<file path="src/rtl/pfs_dc_pkg.sv">
// Shared tag encodings and unpacker state type for the daughtercard FIFO read path.
// Latency: n/a (definitions only).
// Backpressure: n/a.
package pfs_dc_pkg;

    localparam int TAG_MSB = 33;

    localparam logic [1:0] TAG_MID = 2'b00;
    localparam logic [1:0] TAG_SOF = 2'b01;
    localparam logic [1:0] TAG_EOF = 2'b10;
    localparam logic [1:0] TAG_ONE = 2'b11;

    typedef enum logic [1:0] {
        IDLE     = 2'd0,
        IN_FRAME = 2'd1,
        DISCARD  = 2'd2
    } dc_unpack_state_t;

endpackage

</file>
<file path="src/rtl/dc_word_shifter.sv">
// Holds one 32-bit payload and serializes it MSB byte first with SOF/EOF qualifiers.
// Latency: byte 0 valid the cycle after load_i; one byte per accepted cycle.
// Backpressure: outputs frozen while byte_valid_o & !byte_ready_i; reload allowed on last-byte accept.
module dc_word_shifter (
    input  logic        clk_i,
    input  logic        reset_i,
    input  logic        load_i,
    input  logic [31:0] load_data_i,
    input  logic        load_sof_i,
    input  logic        load_eof_i,
    input  logic        load_cnt_i,
    input  logic        byte_ready_i,
    output logic [7:0]  byte_data_o,
    output logic        byte_valid_o,
    output logic        byte_sof_o,
    output logic        byte_eof_o,
    output logic        hold_empty_o,
    output logic        last_byte_accepted_o,
    output logic        frame_done_o
);

    logic [31:0] word_q;
    logic [1:0]  idx_q;
    logic        vld_q;
    logic        sof_q;
    logic        eof_q;
    logic        cnt_q;
    logic        accept;

    assign accept = vld_q & byte_ready_i;

    // Select the current byte, most significant first.
    always_comb begin
        byte_data_o = word_q[31:24];
        case (idx_q)
            2'd0:    byte_data_o = word_q[31:24];
            2'd1:    byte_data_o = word_q[23:16];
            2'd2:    byte_data_o = word_q[15:8];
            default: byte_data_o = word_q[7:0];
        endcase
    end

    assign byte_valid_o         = vld_q;
    assign byte_sof_o           = vld_q & sof_q & (idx_q == 2'd0);
    assign byte_eof_o           = vld_q & eof_q & (idx_q == 2'd3);
    assign hold_empty_o         = ~vld_q;
    assign last_byte_accepted_o = accept & (idx_q == 2'd3);
    // cnt_q marks a word whose last byte completes a good frame.
    assign frame_done_o         = accept & (idx_q == 2'd3) & cnt_q;

    // Load a new word (wins over advance so a last-byte accept reloads without a bubble), else step on accept.
    always_ff @(posedge clk_i) begin
        if (reset_i) begin
            word_q <= '0;
            idx_q  <= 2'd0;
            vld_q  <= 1'b0;
            sof_q  <= 1'b0;
            eof_q  <= 1'b0;
            cnt_q  <= 1'b0;
        end else if (load_i) begin
            word_q <= load_data_i;
            idx_q  <= 2'd0;
            vld_q  <= 1'b1;
            sof_q  <= load_sof_i;
            eof_q  <= load_eof_i;
            cnt_q  <= load_cnt_i;
        end else if (accept) begin
            if (idx_q == 2'd3) begin
                vld_q <= 1'b0;
            end
            idx_q <= idx_q + 2'd1;
        end
    end

endmodule

</file>
<file path="src/rtl/dc_fifo_unpacker.sv">
// Pops tagged 34-bit FWFT FIFO words, checks framing, emits payload bytes with SOF/EOF.
// Latency: 1 cycle from FIFO non-empty to first byte_valid; sustains 1 byte/cycle.
// Backpressure: byte_ready low stalls the byte stream; pops stop until the held word drains.
module dc_fifo_unpacker
    import pfs_dc_pkg::*;
#(
    parameter int DWIDTH    = 34,
    parameter int MAX_WORDS = 256,
    parameter int CNT_W     = 16
) (
    input  logic              rd_clk,
    input  logic              reset,
    input  logic [DWIDTH-1:0] fifo_dout,
    input  logic              fifo_empty,
    output logic              fifo_rd_en,
    output logic [7:0]        byte_data,
    output logic              byte_valid,
    input  logic              byte_ready,
    output logic              byte_sof,
    output logic              byte_eof,
    output logic              frame_err,
    output logic [CNT_W-1:0]  frame_count,
    output logic              busy
);

    localparam int                WCNT_W = $clog2(MAX_WORDS + 1);
    localparam logic [WCNT_W-1:0] WMAX   = WCNT_W'(MAX_WORDS);
    localparam logic [WCNT_W-1:0] WONE   = WCNT_W'(1);

    dc_unpack_state_t  state_q, state_d;
    logic [WCNT_W-1:0] wcnt_q, wcnt_d, wcnt_inc;
    logic [CNT_W-1:0]  frame_count_q;
    logic [1:0]        tag;
    logic              hold_empty, last_byte_accepted, frame_done, discard_pop;
    logic              load, ld_sof, ld_eof, ld_cnt, err;

    assign tag         = fifo_dout[TAG_MSB:TAG_MSB-1];
    // A SOF seen while discarding starts a new frame, so it must wait for the holding register.
    assign discard_pop = (state_q == DISCARD) && (tag != TAG_SOF);
    assign fifo_rd_en  = !reset && !fifo_empty && (hold_empty || last_byte_accepted || discard_pop);
    assign wcnt_inc    = (wcnt_q == WMAX) ? WMAX : wcnt_q + 1'b1;

    // Decide what to do with the word being popped this cycle.
    always_comb begin
        state_d = state_q;
        wcnt_d  = wcnt_q;
        load    = 1'b0;
        ld_sof  = 1'b0;
        ld_eof  = 1'b0;
        ld_cnt  = 1'b0;
        err     = 1'b0;
        if (fifo_rd_en) begin
            if (state_q == DISCARD) begin
                if (tag == TAG_SOF) begin
                    load    = 1'b1;
                    ld_sof  = 1'b1;
                    state_d = IN_FRAME;
                    wcnt_d  = WONE;
                end else if (tag == TAG_EOF || tag == TAG_ONE) begin
                    state_d = IDLE;
                    wcnt_d  = '0;
                end
            end else if (state_q == IN_FRAME && tag == TAG_MID) begin
                load   = 1'b1;
                wcnt_d = wcnt_inc;
                // Frame hit its word limit: close it early and drop the rest.
                if (wcnt_inc == WMAX) begin
                    ld_eof  = 1'b1;
                    err     = 1'b1;
                    state_d = DISCARD;
                end
            end else if (state_q == IN_FRAME && tag == TAG_EOF) begin
                load    = 1'b1;
                ld_eof  = 1'b1;
                ld_cnt  = 1'b1;
                state_d = IDLE;
                wcnt_d  = '0;
            end else begin
                // IDLE handling; a SOF/ONE inside a frame abandons that frame.
                err = (state_q == IN_FRAME);
                case (tag)
                    TAG_SOF: begin
                        load    = 1'b1;
                        ld_sof  = 1'b1;
                        state_d = IN_FRAME;
                        wcnt_d  = WONE;
                    end
                    TAG_ONE: begin
                        load    = 1'b1;
                        ld_sof  = 1'b1;
                        ld_eof  = 1'b1;
                        ld_cnt  = 1'b1;
                        state_d = IDLE;
                        wcnt_d  = '0;
                    end
                    default: begin
                        err     = 1'b1;
                        state_d = IDLE;
                        wcnt_d  = '0;
                    end
                endcase
            end
        end
    end

    // State, word counter and good-frame counter.
    always_ff @(posedge rd_clk) begin
        if (reset) begin
            state_q       <= IDLE;
            wcnt_q        <= '0;
            frame_count_q <= '0;
        end else begin
            state_q <= state_d;
            wcnt_q  <= wcnt_d;
            if (frame_done) begin
                frame_count_q <= frame_count_q + 1'b1;
            end
        end
    end

    dc_word_shifter u_shifter (
        .clk_i                (rd_clk),
        .reset_i              (reset),
        .load_i               (load),
        .load_data_i          (fifo_dout[31:0]),
        .load_sof_i           (ld_sof),
        .load_eof_i           (ld_eof),
        .load_cnt_i           (ld_cnt),
        .byte_ready_i         (byte_ready),
        .byte_data_o          (byte_data),
        .byte_valid_o         (byte_valid),
        .byte_sof_o           (byte_sof),
        .byte_eof_o           (byte_eof),
        .hold_empty_o         (hold_empty),
        .last_byte_accepted_o (last_byte_accepted),
        .frame_done_o         (frame_done)
    );

    assign frame_err   = err;
    assign frame_count = frame_count_q;
    assign busy        = (state_q != IDLE) || !hold_empty;

endmodule
</file>
<file path="config.mk">
export PLATFORM = sky130hd
export DESIGN_NAME = dc_fifo_unpacker
export DESIGN_NICKNAME = d
export VERILOG_FILES = /design/src/rtl/pfs_dc_pkg.sv /design/src/rtl/dc_word_shifter.sv /design/src/rtl/dc_fifo_unpacker.sv
export SDC_FILE = /design/constraint.sdc
export NUM_CORES = 1
export LEC_CHECK = 0
export BUFFER_PORTS_ARGS = -buffer_cell sky130_fd_sc_hd__buf_2
export CORE_UTILIZATION = 45
export DETAILED_ROUTE_END_ITERATION = 8
export GPL_ROUTABILITY_DRIVEN = 0
export PLACE_DENSITY_LB_ADDON = 0.08
export SYNTH_ARGS = -nofsm -noshare
export SYNTH_HDL_FRONTEND = slang
export SYNTH_SLANG_ARGS = --single-unit
</file>
<file path="constraint.sdc">
create_clock -name rd_clk -period 2.16 [get_ports rd_clk]
set_clock_uncertainty 0.1 [all_clocks]
set_input_delay 0.108 -clock rd_clk [delete_from_list [all_inputs] [get_ports rd_clk]]
set_output_delay 0.108 -clock rd_clk [all_outputs]
set_load 0.05 [all_outputs]
</file>
Word level (Yosys, flattened, before mapping):

Index checks and enable logic that the tools add are counted.

* equality and inequality tests: 13
* order comparisons: 0
* muxes and demuxes: 42
* reduce and logical (&&, ||, !) cells: 21
* divide/modulo/power cells: 0
* add/subtract/negate cells: 3
* multipliers: 0
* shift-type cells: 0
* bitwise logic cells: 8

Operators with widths (number)
* $mux 9: 5
* $mux 1: 31
* $pmux 8 s3: 1
* $eq 9x9->1 const B: 2
* $add 16x1->16 const B: 1
* $eq 2x2->1 const B: 5
* $mux 2: 5
* $add 9x1->9 const B: 1
* $and 1x1->1: 7
* $eq 2x1->1 const B: 3
* $reduce_bool 2->1: 3
* $logic_and 1x1->1: 5
* $logic_not 2->1: 2
* $logic_or 1x1->1: 4
* $reduce_and 2->1: 2
* $reduce_or 2->1: 2
* $ne 3x1->1 const B: 1
* $ne 3x2->1 const B: 1
* $reduce_and 3->1: 1
* $add 2x1->2 const B: 1
* $logic_not 1->1: 2
* $ne 2x1->1 const B: 1
* $not 1->1: 1

* ROM bits: 0
* input port bits: 38
* memories kept: 0
* register bits: 65
* latch bits: 0
* bits in writable memories: 0

Longest topological paths before layout:

Gate-level depths: netlist (run 1).

* depth in word-level cells: 9
* mapped depth: 8
* gate-level depth less buffers: 6

By module:

Synthesis (run 1) repeated with hierarchy kept, for this count alone.

* cell total of the unflattened synthesis: 363
* area total of the unflattened synthesis: 3268.1 µm²

Modules (own cells, without submodules)
* dc_word_shifter: seq. area each 760.7 µm², times used 1, cells each 166, area an instance 1724.2 µm²
* dc_fifo_unpacker: seq. area each 540.5 µm², times used 1, cells each 197, area an instance 1544.0 µm²

Worst setup path before layout (run 1):

Ideal clock, no wire load.

* path kind: reg2out
* start point: reg u_shifter.vld_q, in the netlist u_shifter.byte_valid_o
* end point: out frame_err
* path slack: -118 ps
* data arrival time: 2070 ps
* required time: 1952 ps
* cell stages (with the launch flop): 5
* cells stage by stage: dfxtp_1 -> a21boi_4 -> nand2b_4 -> or3_1 -> a21oi_1

* longest elaborated chain between the ends: 6

RTL lines
* start: declaration: RTL line dc_word_shifter.sv:24 `logic vld_q;`
* start signal: assignment: RTL line dc_word_shifter.sv:56 `vld_q <= 1'b0;`
* start signal: assignment: RTL line dc_word_shifter.sv:63 `vld_q <= 1'b1;`
* start signal: assignment: RTL line dc_word_shifter.sv:69 `vld_q <= 1'b0;`
* $and 1x1->1: RTL line dc_word_shifter.sv:30 `assign accept = vld_q & byte_ready_i;`
* $and 1x1->1: RTL line dc_word_shifter.sv:47 `assign last_byte_accepted_o = accept & (idx_q == 2'd3);`
* $logic_or 1x1->1 * (2 in series): RTL line dc_fifo_unpacker.sv:40 `assign fifo_rd_en = !reset && !fifo_empty && (hold_empty || last_byte_accepted || discard_pop);`
* $logic_and 1x1->1 *: RTL line dc_fifo_unpacker.sv:40
* $mux 1 *: RTL line dc_fifo_unpacker.sv:52 `if (fifo_rd_en) begin`
* end: declaration: RTL line dc_fifo_unpacker.sv:21 `output logic frame_err,`

Mark *: on every way between the ends. The rest lies on a longest branch, timed or not.

Worst setup path in the final report (run 1):

* start point: reg u_shifter.idx_q[0]
* end point: out frame_err

* longest elaborated chain between the ends: 6

RTL lines
* start: declaration: RTL line dc_word_shifter.sv:23 `logic [1:0] idx_q;`
* start signal: assignment: RTL line dc_word_shifter.sv:71 `idx_q <= idx_q + 2'd1;`
* $eq 2x2->1: RTL line dc_word_shifter.sv:47
* $and 1x1->1: RTL line dc_word_shifter.sv:47
* $logic_or 1x1->1 (2 in series): RTL line dc_fifo_unpacker.sv:40
* $logic_and 1x1->1: RTL line dc_fifo_unpacker.sv:40
* $mux 1: RTL line dc_fifo_unpacker.sv:52

Every way passes these cells.

==> metrics.md, run 1 <==
| Metric | Value |
|---|---|
| Status | completed |
| Fillers | 677 |
| Slew @ Worst Pin | 0.699 ns |
| Final Hold Vio Count | 0 |
| Die Y | 88.1 µm |
| Final Cycle Share | 0.961 |
| Finished Layout Cells | 608 |
| Number of max-cap violations | 0 |
| Total Nets Final | 550 |
| Data required time of the worst path | 1.95 ns |
| Core Region | 0.00721 mm² |
| Total Power | 2.57 mW |
| Worst-Skew Late Latency | 0.34 ns |
| Synth area leaders | dfxtp_1 39%, nand2_1 8.8%, a21oi_1 7.6% |
| CTS Buf Count | 9 |
| Antenna violations before repair | 0 |
| Data arrival time of the critical path | 1.87 ns |
| DP Worst Slack | 0.161 ns |
| All-Layer GR Usage | 0.220 |
| Critical Path End Type | output pin |
| Syn_area_per_cell | 8.20 µm² |
| Max clock buf depth | 2 |
| Layout overhead on the synthesized area | 30.5% |
| Power Density | 591 mW/mm² |
| Initial Utilization | 0.463 |
| Asr flop ratio synth | 0 |
| CTS clk-pin slew, worst paths | 0.07 ns |
| Antenna Cells | 0 |
| Register-to-register setup slack | 0.24 ns |
| Startpoint Class | flip-flop |
| Slew margin rel. | 0.534 |
| Share of the synthesized area in the top cell type | 0.390 |
| Top cell type by total area after synthesis | dfxtp_1 |
| DRT antenna net count | 0 |
| CTS tree | done |
| Setup-failing EPs final | 0 |
| Critical path type | reg -> out |
| Netlist Area Pre-Place | 0.00334 mm² |
| Tmin final | 2.08 ns |
| Remaining DRCs | 0 |
| Clk sink count | 65 |
| Syn nets | 453 |
| Gr ovfl total | 0 |
| DP Cell Count | 557 |
| Number of port buffers | 67 |
| Setup ws final | 0.0850 ns |
| Die span in x | 88.1 µm |
| Largest net degree at the start of global routing | 66 |
| Ys Warns | 0 |
| Vias | 3185 |
| Final Util | 0.604 |
| Row count | 31 |
| # H-tree levels | 3 |
| Drt pass-1 iters | 5 |
| Pins over their slew limit | 0 |
| Share of cells above drive strength 1 | 0.255 |
| Synth top cells by count | 78 x nand2_1, 65 x dfxtp_1, 51 x a21oi_1, 26 x nor2_1, 21 x inv_1 |
| WL final | 8500 µm |
| First-pass GRT wire length | 13200 µm |
| Hold_ws | 0.0395 ns |
| Fmax | 0.482 GHz |
| Crit-path max FO | 7 |
| HPWL after detailed placement | 5380 µm |
| Flops & latches, synth | 65 |
| Area occupied by multi-input gates | 0.00188 mm² |
| Seq. cell area | 0.00132 mm² |
| Seq/Total Area, Yosys | 0.390 |
| DR vias/cell | 5.24 |
| Average wire per standard cell | 14.0 µm |
| Post-synth EDFFs | 0 |
| Post-synthesis cell count | 407 |
| Leakage | 1.68 nW |
| Die area | 0.00776 mm² |
| Clock root cell | clkbuf_8 |
| Initial DRC count | 172 |
| Via count of the first global-routing pass | 2822 |
| Type of the worst min-delay path | in -> reg |
| Peak supply drop | 0.372 mV |
| Ports | 68 |
| Most used DFF post-synth | dfxtp_1 |
| Synth unique cells | 54 |
| Top-count cell post-synth | nand2_1 |
-- worst max-delay path, cell delays in order, from the launching register on --
cell      delay [ns]
dfxtp_4         0.38
ha_4            0.16
a21boi_4        0.07
nand2b_4        0.18
or3_4           0.40
a21oi_2         0.15
buf_6           0.18
-- worst paths after layout --
check / depth (start not counted) / to / startpoint
max: 6 / frame_err / u_shifter.idx_q[0]
min: 3 / u_shifter.eof_q / fifo_empty
max reg2reg: 6 / u_shifter.word_q[27] / state_q[1]
min reg2reg: 2 / u_shifter.word_q[14] / u_shifter.word_q[14]
-- kinds of logic (layout without fill, tap and decap cells) --
logic type,Yosys count,count (layout),synth area share
simple gates,171,171,0.261
buf+inv,45,147,0.0679
xor+xnor,17,17,0.0446
mux,11,11,0.0330
flops,65,65,0.390
compound gates,90,90,0.173
fa+ha+maj,8,8,0.0300
-- where the power goes --
group,switching [mW],internal (mW)
logic,0.168,0.129
registers,0.0195,1.22
clock network,0.472,0.561
-- repair_timing --
item | CTS | global route
buffers inserted | 1 | 2
hold endpoints to repair | 32 | 0
pin swaps | 2 | 7
hold buffers | 32 | 0
gates resized for setup | 16 | 12
endpoints found under the setup margin | 9 | 7
-- registers in the layout (all words and copies together) (netlist names) --
| name | flops |
|---|---|
| frame_count | 16 |
| state_q | 2 |
| u_shifter.byte_valid_o | 1 |
| u_shifter.cnt_q | 1 |
| u_shifter.eof_q | 1 |
| u_shifter.idx_q | 2 |
| u_shifter.sof_q | 1 |
| u_shifter.word_q | 32 |
| wcnt_q | 9 |
-- layout by cell type (no fill, tap or decap), types with 3 or more instances in the layout --
master | netlist | final
dfxtp_4 | 0 | 3
dlygate4sd3_1 | 0 | 32
xor2_1 | 10 | 10
o21ai_0 | 13 | 13
xnor2_1 | 7 | 7
buf_2 | 6 | 64
buf_4 | 4 | 12
and2_2 | 3 | 3
nor3_1 | 7 | 7
nand3_1 | 8 | 7
mux2i_1 | 11 | 11
ha_4 | 0 | 3
a21oi_1 | 51 | 50
dfxtp_1 | 65 | 58
nor4_1 | 3 | 3
and3_1 | 5 | 4
dfxtp_2 | 0 | 4
or3_2 | 5 | 5
inv_1 | 21 | 21
nand4_1 | 10 | 10
nand2_1 | 78 | 78
ha_1 | 8 | 3
clkbuf_8 | 2 | 10
and2_1 | 3 | 3
a222oi_1 | 8 | 8
nor2_1 | 26 | 26
-- area by class of cell --
| class | instances | share of cell area |
|---|---|---|
| multi-input cells | 297 | 0.431 |
| flip-flops and latches | 65 | 0.302 |
| repair buffers | 110 | 0.175 |
| clock buffers | 11 | 0.0325 |
| well taps | 99 | 0.0284 |
| inverters | 21 | 0.0181 |
| clock inverters | 5 | 0.0126 |
-- per-layer routing --
layer | up-vias | part of all wire | GRT usage
met5 | - | 0 | 0
met4 | 0 | 0.011 | 0.0660
met3 | 9 | 0.047 | 0.0434
met2 | 67 | 0.48 | 0.367
met1 | 1504 | 0.46 | 0.287
li1 | 1605 | - | -
-- metrics by stage --
stage | setup TNS (ns) | cell area (µm²)
floorplan | 0 | 3340
global placement | 0 | 3720
detailed placement | 0 | 3720
CTS | 0 | 4300
global route | -0.00145 | 4360
finish | 0 | 4360
Note: power is estimated with default switching activity, not from simulation.
==> run 2, diff against run 1 <==
REMOVE_ABC_BUFFERS = 1   (was unset)
==> metrics.md, run 2 (synthesized netlist as in run 1, its figures left out) <==
| Metric | Value |
|---|---|
| Row count | 31 |
| Vias | 3140 |
| Startpoint Class | flip-flop |
| Data arrival time of the critical path | 1.86 ns |
| Fmax | 0.484 GHz |
| CTS Buf Count | 9 |
| Hold path cells | 3 |
| Gr ovfl total | 0 |
| Hold EP | u_shifter.eof_q |
| HPWL after detailed placement | 5130 µm |
| Initial DRC count | 148 |
| Core Region | 0.00721 mm² |
| Worst-Skew Late Latency | 0.33 ns |
| Average wire per standard cell | 13.6 µm |
| Final Hold Vio Count | 0 |
| Die Y | 88.1 µm |
| CTS clk-pin slew, worst paths | 0.07 ns |
| Final Cycle Share | 0.956 |
| Die span in x | 88.1 µm |
| Reg with most FFs | u_shifter.word_q |
| Slew margin rel. | 0.536 |
| RSZ-0062 raised after global routing | no |
| Ports | 68 |
| Register-to-register setup slack | 0.23 ns |
| Drt pass-1 iters | 6 |
| Antenna Cells | 0 |
| Hold path startpoint | fifo_empty |
| Commonest non-fill, non-tap cell in the layout | nand2_1 |
| Via count of the first global-routing pass | 2856 |
| Most frequent cells in the layout | 78 x nand2_1, 66 x buf_2, 58 x dfxtp_1 |
| Type of the worst min-delay path | in -> reg |
| Power Density | 600 mW/mm² |
| Clock root cell | clkbuf_8 |
| Setup ws final | 0.0952 ns |
| Share of cells above drive strength 1 | 0.247 |
| Pins over their slew limit | 0 |
| Total Power | 2.60 mW |
| Tmin final | 2.06 ns |
| Launching element of the worst setup path | u_shifter.idx_q[0] |
| DRT antenna net count | 0 |
| Number of port buffers | 67 |
| Status | completed |
| # H-tree levels | 3 |
| Hold_ws | 0.0453 ns |
| DR vias/cell | 5.16 |
| CTS tree | done |
| Data required time of the worst path | 1.95 ns |
| Remaining DRCs | 0 |
| Max reg flops | 32 |
| Number of max-cap violations | 0 |
| Slew @ Worst Pin | 0.696 ns |
| Max clock buf depth | 2 |
| Clk sink count | 65 |
| Layout overhead on the synthesized area | 29.9% |
| Crit Reg-Reg Endpoint | u_shifter.word_q[14] |
| Total Nets Final | 551 |
| Setup-failing EPs final | 0 |
| All-Layer GR Usage | 0.216 |
| Antenna violations before repair | 0 |
| DP Worst Slack | 0.151 ns |
| WL final | 8270 µm |
| Die area | 0.00776 mm² |
| Critical Path End Type | output pin |
| Leakage | 1.69 nW |
| Peak supply drop | 0.334 mV |
| Initial Utilization | 0.463 |
| First-pass GRT wire length | 13100 µm |
| R2R cell count | 6 |
| Crit-path max FO | 9 |
| RR Startpoint | state_q[1] |
| Largest net degree at the start of global routing | 66 |
| Critical path type | reg -> out |
run 2: changes by cell type in the layout (fill, tap and decap cells not counted), sizes merged:
| cell | change |
|---|---|
| buf | +1 |
| clkinvlp | -1 |
| clkbuf | +1 |
run 2: how the worst max path moves through the flow:
stage	to	slack (ns)	cells after the start
floorplan	frame_err	-0.12	4
detailed placement	u_shifter.word_q[2]	0.15	7
finish	byte_data[2]	0.1	5
CTS	frame_err	0.01	6
global route	frame_err	0.01	6
global placement	u_shifter.word_q[2]	0.20	7
run 2: area by class of cell:
type                    count  area [µm²]
fillers                   667        2880
inverters                  21        78.8
repair buffers            111         764
multi-input cells         297        1850
flip-flops and latches     65        1320
well taps                  99         124
clock inverters             4        51.3
clock buffers              12         155
run 2: metrics by stage:
stage | std cells | setup TNS, ns | util | instance area, µm²
final | 609 | 0 | 0.601 | 4330
after global routing | 609 | 0 | 0.601 | 4330
after CTS | 607 | 0 | 0.597 | 4310
after detailed placement | 558 | 0 | 0.517 | 3730
after global placement | 558 | 0 | 0.517 | 3730
after floorplan | 383 | -2.95 | - | 3190
run 2: worst max-delay path, cell delays in order (launching register included):
cell and delay, ns:
dfxtp_4 0.38, inv_1 0.08, ha_2 0.28, a222oi_1 0.45, mux2i_1 0.12, buf_2 0.23
run 2: what timing repair did:
item                                    in CTS  in global routing
setup buffers                                1                  2
hold buffers                                32                  0
pin swaps                                    1                  3
gates resized for setup                     15                  4
hold endpoints to repair                    32                  0
endpoints found under the setup margin       7                  1
run 2: power breakdown:
part           leakage [nW]  internal (mW)  total [mW]  switching (mW)
sequential            0.530           1.22        1.24          0.0174
clock                 0.103          0.597        1.07           0.471
combinational          1.05          0.126       0.292           0.167
run 2: routing by layer:
metal,track usage,part of all wire
met1,0.268,0.46
met2,0.380,0.50
met3,0.0311,0.032
met4,0.0777,0.011
met5,0,0
